<file path="src/rtl/alu_issue_if.sv">
// Handshake bundle between the instruction source, the issue buffer and the ALU.
// The slave modport is the issue block's view; the master modport is the environment's.
interface alu_issue_if #(
  parameter int unsigned DATA_W = 32,
  parameter int unsigned OP_W   = 5
);
  logic              in_valid;
  logic              in_ready;
  logic [DATA_W-1:0] in_inst;
  logic [DATA_W-1:0] in_rs1;
  logic [DATA_W-1:0] in_rs2;
  logic              out_valid;
  logic              out_ready;
  logic [OP_W-1:0]   out_op;
  logic [DATA_W-1:0] out_src1;
  logic [DATA_W-1:0] out_src2;
  logic              out_illegal;
  logic [15:0]       issue_count;

  modport slave (
    input  in_valid, in_inst, in_rs1, in_rs2, out_ready,
    output in_ready, out_valid, out_op, out_src1, out_src2, out_illegal, issue_count
  );

  modport master (
    output in_valid, in_inst, in_rs1, in_rs2, out_ready,
    input  in_ready, out_valid, out_op, out_src1, out_src2, out_illegal, issue_count
  );
endinterface

</file>
<file path="src/rtl/alu_issue.sv">
// ALU issue stage: decodes an instruction into ALU op/operands and queues it in a
// 2-entry FIFO toward the ALU, counting legal requests handed downstream.
module alu_issue #(
  parameter int unsigned DATA_W = 32,
  parameter int unsigned OP_W   = 5,
  parameter int unsigned DEPTH  = 2
) (
  input logic        clk,
  input logic        reset,
  alu_issue_if.slave bus
);

  typedef struct packed {
    logic              ill;
    logic [OP_W-1:0]   op;
    logic [DATA_W-1:0] src1;
    logic [DATA_W-1:0] src2;
  } entry_t;

  entry_t      r_mem [2];
  logic        r_wptr;
  logic        r_rptr;
  logic [1:0]  r_count;
  logic        r_live;
  logic [15:0] r_issue_count;

  entry_t      w_dec;
  entry_t      w_head;
  logic [4:0]  w_alu_op;
  logic        w_imm_sel;
  logic [15:0] w_imm16;
  logic        w_in_ready;
  logic        w_out_valid;
  logic        w_push;
  logic        w_pop;
  logic        w_unused_inst;

  assign w_alu_op      = bus.in_inst[31:27];
  assign w_imm_sel     = bus.in_inst[26];
  assign w_imm16       = bus.in_inst[15:0];
  assign w_unused_inst = ^bus.in_inst[25:16];

  always_comb begin
    w_dec = '0;
    if (w_alu_op <= 5'h0F) begin
      w_dec.op   = OP_W'(w_alu_op);
      w_dec.src1 = bus.in_rs1;
      w_dec.src2 = w_imm_sel ? {{(DATA_W-16){w_imm16[15]}}, w_imm16} : bus.in_rs2;
    end else if (w_alu_op == 5'h10) begin
      w_dec.op   = OP_W'(w_alu_op);
      w_dec.src1 = bus.in_rs1;
      w_dec.src2 = DATA_W'({w_imm16, 16'h0000});
    end else begin
      w_dec.ill = 1'b1;
    end
  end

  // r_live holds in_ready low through reset and for the first edge after it.
  assign w_in_ready  = r_live && (r_count < 2'(DEPTH));
  assign w_out_valid = (r_count != 2'd0);
  assign w_push      = bus.in_valid && w_in_ready;
  assign w_pop       = w_out_valid && bus.out_ready;
  assign w_head      = r_mem[r_rptr];

  always_ff @(posedge clk or posedge reset) begin
    if (reset) begin
      r_mem[0]      <= '0;
      r_mem[1]      <= '0;
      r_wptr        <= 1'b0;
      r_rptr        <= 1'b0;
      r_count       <= 2'd0;
      r_live        <= 1'b0;
      r_issue_count <= 16'h0000;
    end else begin
      r_live <= 1'b1;
      if (w_push) begin
        r_mem[r_wptr] <= w_dec;
        r_wptr        <= ~r_wptr;
      end
      if (w_pop) begin
        r_rptr <= ~r_rptr;
        if (!w_head.ill) r_issue_count <= r_issue_count + 16'h0001;
      end
      unique case ({w_push, w_pop})
        2'b10:   r_count <= r_count + 2'd1;
        2'b01:   r_count <= r_count - 2'd1;
        default: r_count <= r_count;
      endcase
    end
  end

  assign bus.in_ready    = w_in_ready;
  assign bus.out_valid   = w_out_valid;
  assign bus.out_op      = w_head.op;
  assign bus.out_src1    = w_head.src1;
  assign bus.out_src2    = w_head.src2;
  assign bus.out_illegal = w_head.ill;
  assign bus.issue_count = r_issue_count;

endmodule

</file>
<file path="src/flat_wrapper.sv">
// flat-port wrapper written by rule: the top's interface ports become plain ports
module alu_issue_flat 
#(
  parameter int unsigned DATA_W = 32,
  parameter int unsigned OP_W   = 5,
  parameter int unsigned DEPTH  = 2
)
  (clk, reset, bus_in_valid, bus_in_inst, bus_in_rs1, bus_in_rs2, bus_out_ready, bus_in_ready, bus_out_valid, bus_out_op, bus_out_src1, bus_out_src2, bus_out_illegal, bus_issue_count);
  alu_issue_if #(.DATA_W(DATA_W), .OP_W(OP_W)) bus_i ();
  input logic clk;
  input logic reset;
  input wire logic [$bits(bus_i.in_valid)-1:0] bus_in_valid;
  input wire logic [$bits(bus_i.in_inst)-1:0] bus_in_inst;
  input wire logic [$bits(bus_i.in_rs1)-1:0] bus_in_rs1;
  input wire logic [$bits(bus_i.in_rs2)-1:0] bus_in_rs2;
  input wire logic [$bits(bus_i.out_ready)-1:0] bus_out_ready;
  output wire logic [$bits(bus_i.in_ready)-1:0] bus_in_ready;
  output wire logic [$bits(bus_i.out_valid)-1:0] bus_out_valid;
  output wire logic [$bits(bus_i.out_op)-1:0] bus_out_op;
  output wire logic [$bits(bus_i.out_src1)-1:0] bus_out_src1;
  output wire logic [$bits(bus_i.out_src2)-1:0] bus_out_src2;
  output wire logic [$bits(bus_i.out_illegal)-1:0] bus_out_illegal;
  output wire logic [$bits(bus_i.issue_count)-1:0] bus_issue_count;
  assign bus_i.in_valid = bus_in_valid;
  assign bus_i.in_inst = bus_in_inst;
  assign bus_i.in_rs1 = bus_in_rs1;
  assign bus_i.in_rs2 = bus_in_rs2;
  assign bus_i.out_ready = bus_out_ready;
  assign bus_in_ready = bus_i.in_ready;
  assign bus_out_valid = bus_i.out_valid;
  assign bus_out_op = bus_i.out_op;
  assign bus_out_src1 = bus_i.out_src1;
  assign bus_out_src2 = bus_i.out_src2;
  assign bus_out_illegal = bus_i.out_illegal;
  assign bus_issue_count = bus_i.issue_count;
  alu_issue #(.DATA_W(DATA_W), .OP_W(OP_W), .DEPTH(DEPTH)) u_core (.clk(clk), .reset(reset), .bus(bus_i));
endmodule
</file>
<file path="config.mk">
export PLATFORM = sky130hd
export DESIGN_NAME = alu_issue_flat
export DESIGN_NICKNAME = d
export VERILOG_FILES = /design/src/rtl/alu_issue_if.sv /design/src/rtl/alu_issue.sv /design/src/flat_wrapper.sv
export SDC_FILE = /design/constraint.sdc
export NUM_CORES = 1
export LEC_CHECK = 0
export BUFFER_PORTS_ARGS = -buffer_cell sky130_fd_sc_hd__buf_2
export CORE_MARGIN = 4
export CORE_UTILIZATION = 53
export CTS_CLUSTER_DIAMETER = 40
export CTS_CLUSTER_SIZE = 8
export DETAILED_ROUTE_END_ITERATION = 16
export PLACE_DENSITY = 0.8
export SYNTH_ARGS = -nofsm -noshare
export SYNTH_HDL_FRONTEND = slang
export SYNTH_SLANG_ARGS = --single-unit
</file>
<file path="constraint.sdc">
create_clock -name clk -period 7.7 [get_ports clk]
set_clock_uncertainty 0.05 [all_clocks]
set_input_delay 1.54 -clock clk [delete_from_list [all_inputs] [get_ports clk]]
set_output_delay 1.54 -clock clk [all_outputs]
set_load 0.01 [all_outputs]
</file>
==> flow_summary.json <==
{
  "die_h_um": 127,
  "ys_top_cells_by_area": "dfrtp_1 54%, mux2_2 16%, nand2_1 7.4%",
  "relSlewSlack_pct": 36.0,
  "crit_chain": "buf_4 > mux2_2 > buf_2",
  "cts_num_sinks": 161,
  "yosys_warnings": 0,
  "root_buffer": "clkbuf_16",
  "synth_commonest_cells": "161 x dfrtp_1, 147 x nand2_1, 105 x o21ai_0",
  "cts-resized-gates": 0,
  "worst_path_max_delay_cell": "dfrtp_2",
  "drive_gt1_share_pct": 37.7,
  "setup_viol": 0,
  "place_worst_setup_slack_ns": 4.02,
  "ys_ff_latch": 161,
  "critPathCaptureType": "output port",
  "async_flop_share_pct": 100,
  "netlist_area_um2": 7450,
  "synth_edf_count": 0,
  "core_area_um2": 13800,
  "rows": 43,
  "p_per_area_nw_per_um2": 378,
  "syn_inst": 705,
  "maxCapViolations": 0,
  "nFillCells": 1120,
  "ioPinCount": 188,
  "nets": 958,
  "avgSynthCellArea_um2": 10.6,
  "hp-class": "register to register",
  "cts_setup_buffers": 0,
  "worstPathRequired_ns": 6.11,
  "synth-main-ff-cell": "dfrtp_1",
  "fin_crit_ns": 4.11,
  "post-route-period-util_pct": 53.3,
  "setup-tns-final_ns": 0,
  "drtIter0Drc": 326,
  "worst_pin_slew_ns": 0.960,
  "finalMaxSlewViolations": 0,
  "critPathKind": "register to output port",
  "ys_seq_area_share_pct": 54.1,
  "status": "finished clean",
  "p_leak_nw": 4.51,
  "utilization_pct": 64.7,
  "rsz0062_at_grt": "no",
  "grt_max_degree": 108,
  "cts_buffer_depth": 2,
  "critPathLaunchType": "register",
  "grt_pass1_vias": 5634,
  "synth.distinct_cells": 34,
  "slowest_delay_ns": 0.92,
  "synth_nets": 807,
  "ir_drop_mv": 0.179,
  "yosysMostFrequentCell": "dfrtp_1",
  "finalHoldViolCount": 0,
  "fin_ws_ns": 3.59,
  "drc_errors": 0,
  "area_growth_pct": 20.1,
  "h-tree-depth": 4,
  "cts_hold_buffers": 0,
  "vias_per_cell": 5.28,
  "wl_per_cell_um": 16.0,
  "cts_buffers": 17,
  "antenna_found_initial": 0,
  "n_antenna_cell": 0,
  "num_vias": 5537,
  "fmax_mhz": 244,
  "die_x_um": 127,
  "firstDrtPassIters": 4,
  "clk_pin_slew_worst_paths_ns": 0.06,
  "path_max_fanout": 36,
  "cts_tree": "done",
  "clock_latency_ns": 0.42,
  "die-area_um2": 16000,
  "grt_pass1_wl_mm": 28.2,
  "post-synth-top-area-cell": "dfrtp_1",
  "antenna_left": 0,
  "drt_wl_total_mm": 16.8,
  "hpwl_mm": 11.4,
  "start_util_pct": 53.9,
  "place.gp.congestion": 0.883,
  "arrival_ns": 2.52,
  "track_usage_pct": 21.8,
  "grt_overflow_total": 0,
  "holdWs_ns": 0.422,
  "io_buffers": 177,
  "synth_top_area_share_pct": 54.1
}
[cell usage in the layout (no fill, tap or decap), types with 2 or more instances in the layout]
master	synthesis	routed
buf_2	21	177
dfrtp_1	161	160
nand2_1	147	147
o21ai_0	105	105
mux2_2	104	104
a21oi_1	33	33
nand2b_1	22	22
nor2_1	18	18
clkbuf_16	0	17
mux2i_1	15	15
xnor2_1	14	14
xor2_1	5	5
clkinv_2	0	5
buf_4	0	5
nand4_1	4	4
nand3_1	5	4
clkinvlp_4	0	4
clkbuf_8	0	3
or2_4	1	2
nor4_4	2	2
and4_1	2	2
ha_1	2	2
clkbuf_1	25	2
[kinds of logic after synthesis]
kind of cell             count (synthesis)  synth area share, %
multiplexers                           120                 17.9
buffers and inverters                   52                 3.17
AO/OA/AOI/OAI                          140                 9.46
flip-flops                             161                 54.1
other                                    1               0.0503
adder cells (fa/ha/maj)                  2                0.336
AND/OR/NAND/NOR                        210                 12.7
XOR/XNOR                                19                 2.23
[where the power goes]
part | switching [mW] | leakage (nW) | internal, mW
Clock | 0.327 | 0.268 | 0.467
Sequential | 0.219 | 2.10 | 1.18
Combinational | 0.593 | 2.14 | 0.593
Total | 1.14 | 4.51 | 2.24
[registers in the layout, summed over array words and instances (netlist names)]
name / cells
u_core.r_live: 1
u_core.r_wptr: 1
u_core.bus.issue_count: 16
u_core.r_rptr: 1
u_core.r_count: 2
u_core.r_mem: 140
[path summary, 6_finish.rpt]
| kind | start | to | slack, ns | cells past startpoint |
|---|---|---|---|---|
| min | u_core.r_mem[135] | u_core.r_mem[135] | 0.42 | 2 |
| max reg2reg | u_core.r_live | u_core.r_mem[15] | 5.47 | 4 |
| min in group asynchronous | reset | u_core.r_mem[71] | 1.20 | 2 |
| max in group asynchronous | reset | u_core.r_rptr | 4.93 | 3 |
| max | u_core.r_rptr | bus_out_src1[2] | 3.59 | 3 |
| min reg2reg | u_core.r_mem[135] | u_core.r_mem[135] | 0.42 | 2 |
[layout make-up]
class | instances | area [um^2] | share of cell area (%)
Clock buffer | 22 | 474 | 5.30
Clock inverter | 10 | 85.1 | 0.951
Inverter | 2 | 12.5 | 0.140
Multi-Input combinational cell | 492 | 3200 | 35.7
Sequential cell | 161 | 4030 | 45.0
Tap cell | 180 | 225 | 2.52
Timing Repair Buffer | 182 | 923 | 10.3
[worst max-delay path: cells and delay by family (launching register included)]
family                 cells  cell delay [ns]
DFF                        1             0.92
muxes                      1             0.40
buffers and inverters      2             0.70
[layer usage]
metal	track usage, %	vias to the layer above	wire length (um)
met5	0	-	0
met4	9.27	0	516
met3	6.06	32	1150
met2	34.3	179	7860
met1	28.5	2631	7300
li1	-	2695	-
[metrics by stage]
| step | power, mW | cell area (um^2) | instances |
|---|---|---|---|
| global placement | 2.57 | 8390 | 1017 |
| floorplan | 2.19 | 7450 | 705 |
| finish | 3.38 | 8950 | 1049 |
| global route | 3.62 | 8950 | 1049 |
| CTS | 3.42 | 8950 | 1049 |
| detailed placement | 2.61 | 8390 | 1017 |
Note: power is estimated with default switching activity, not from simulation.
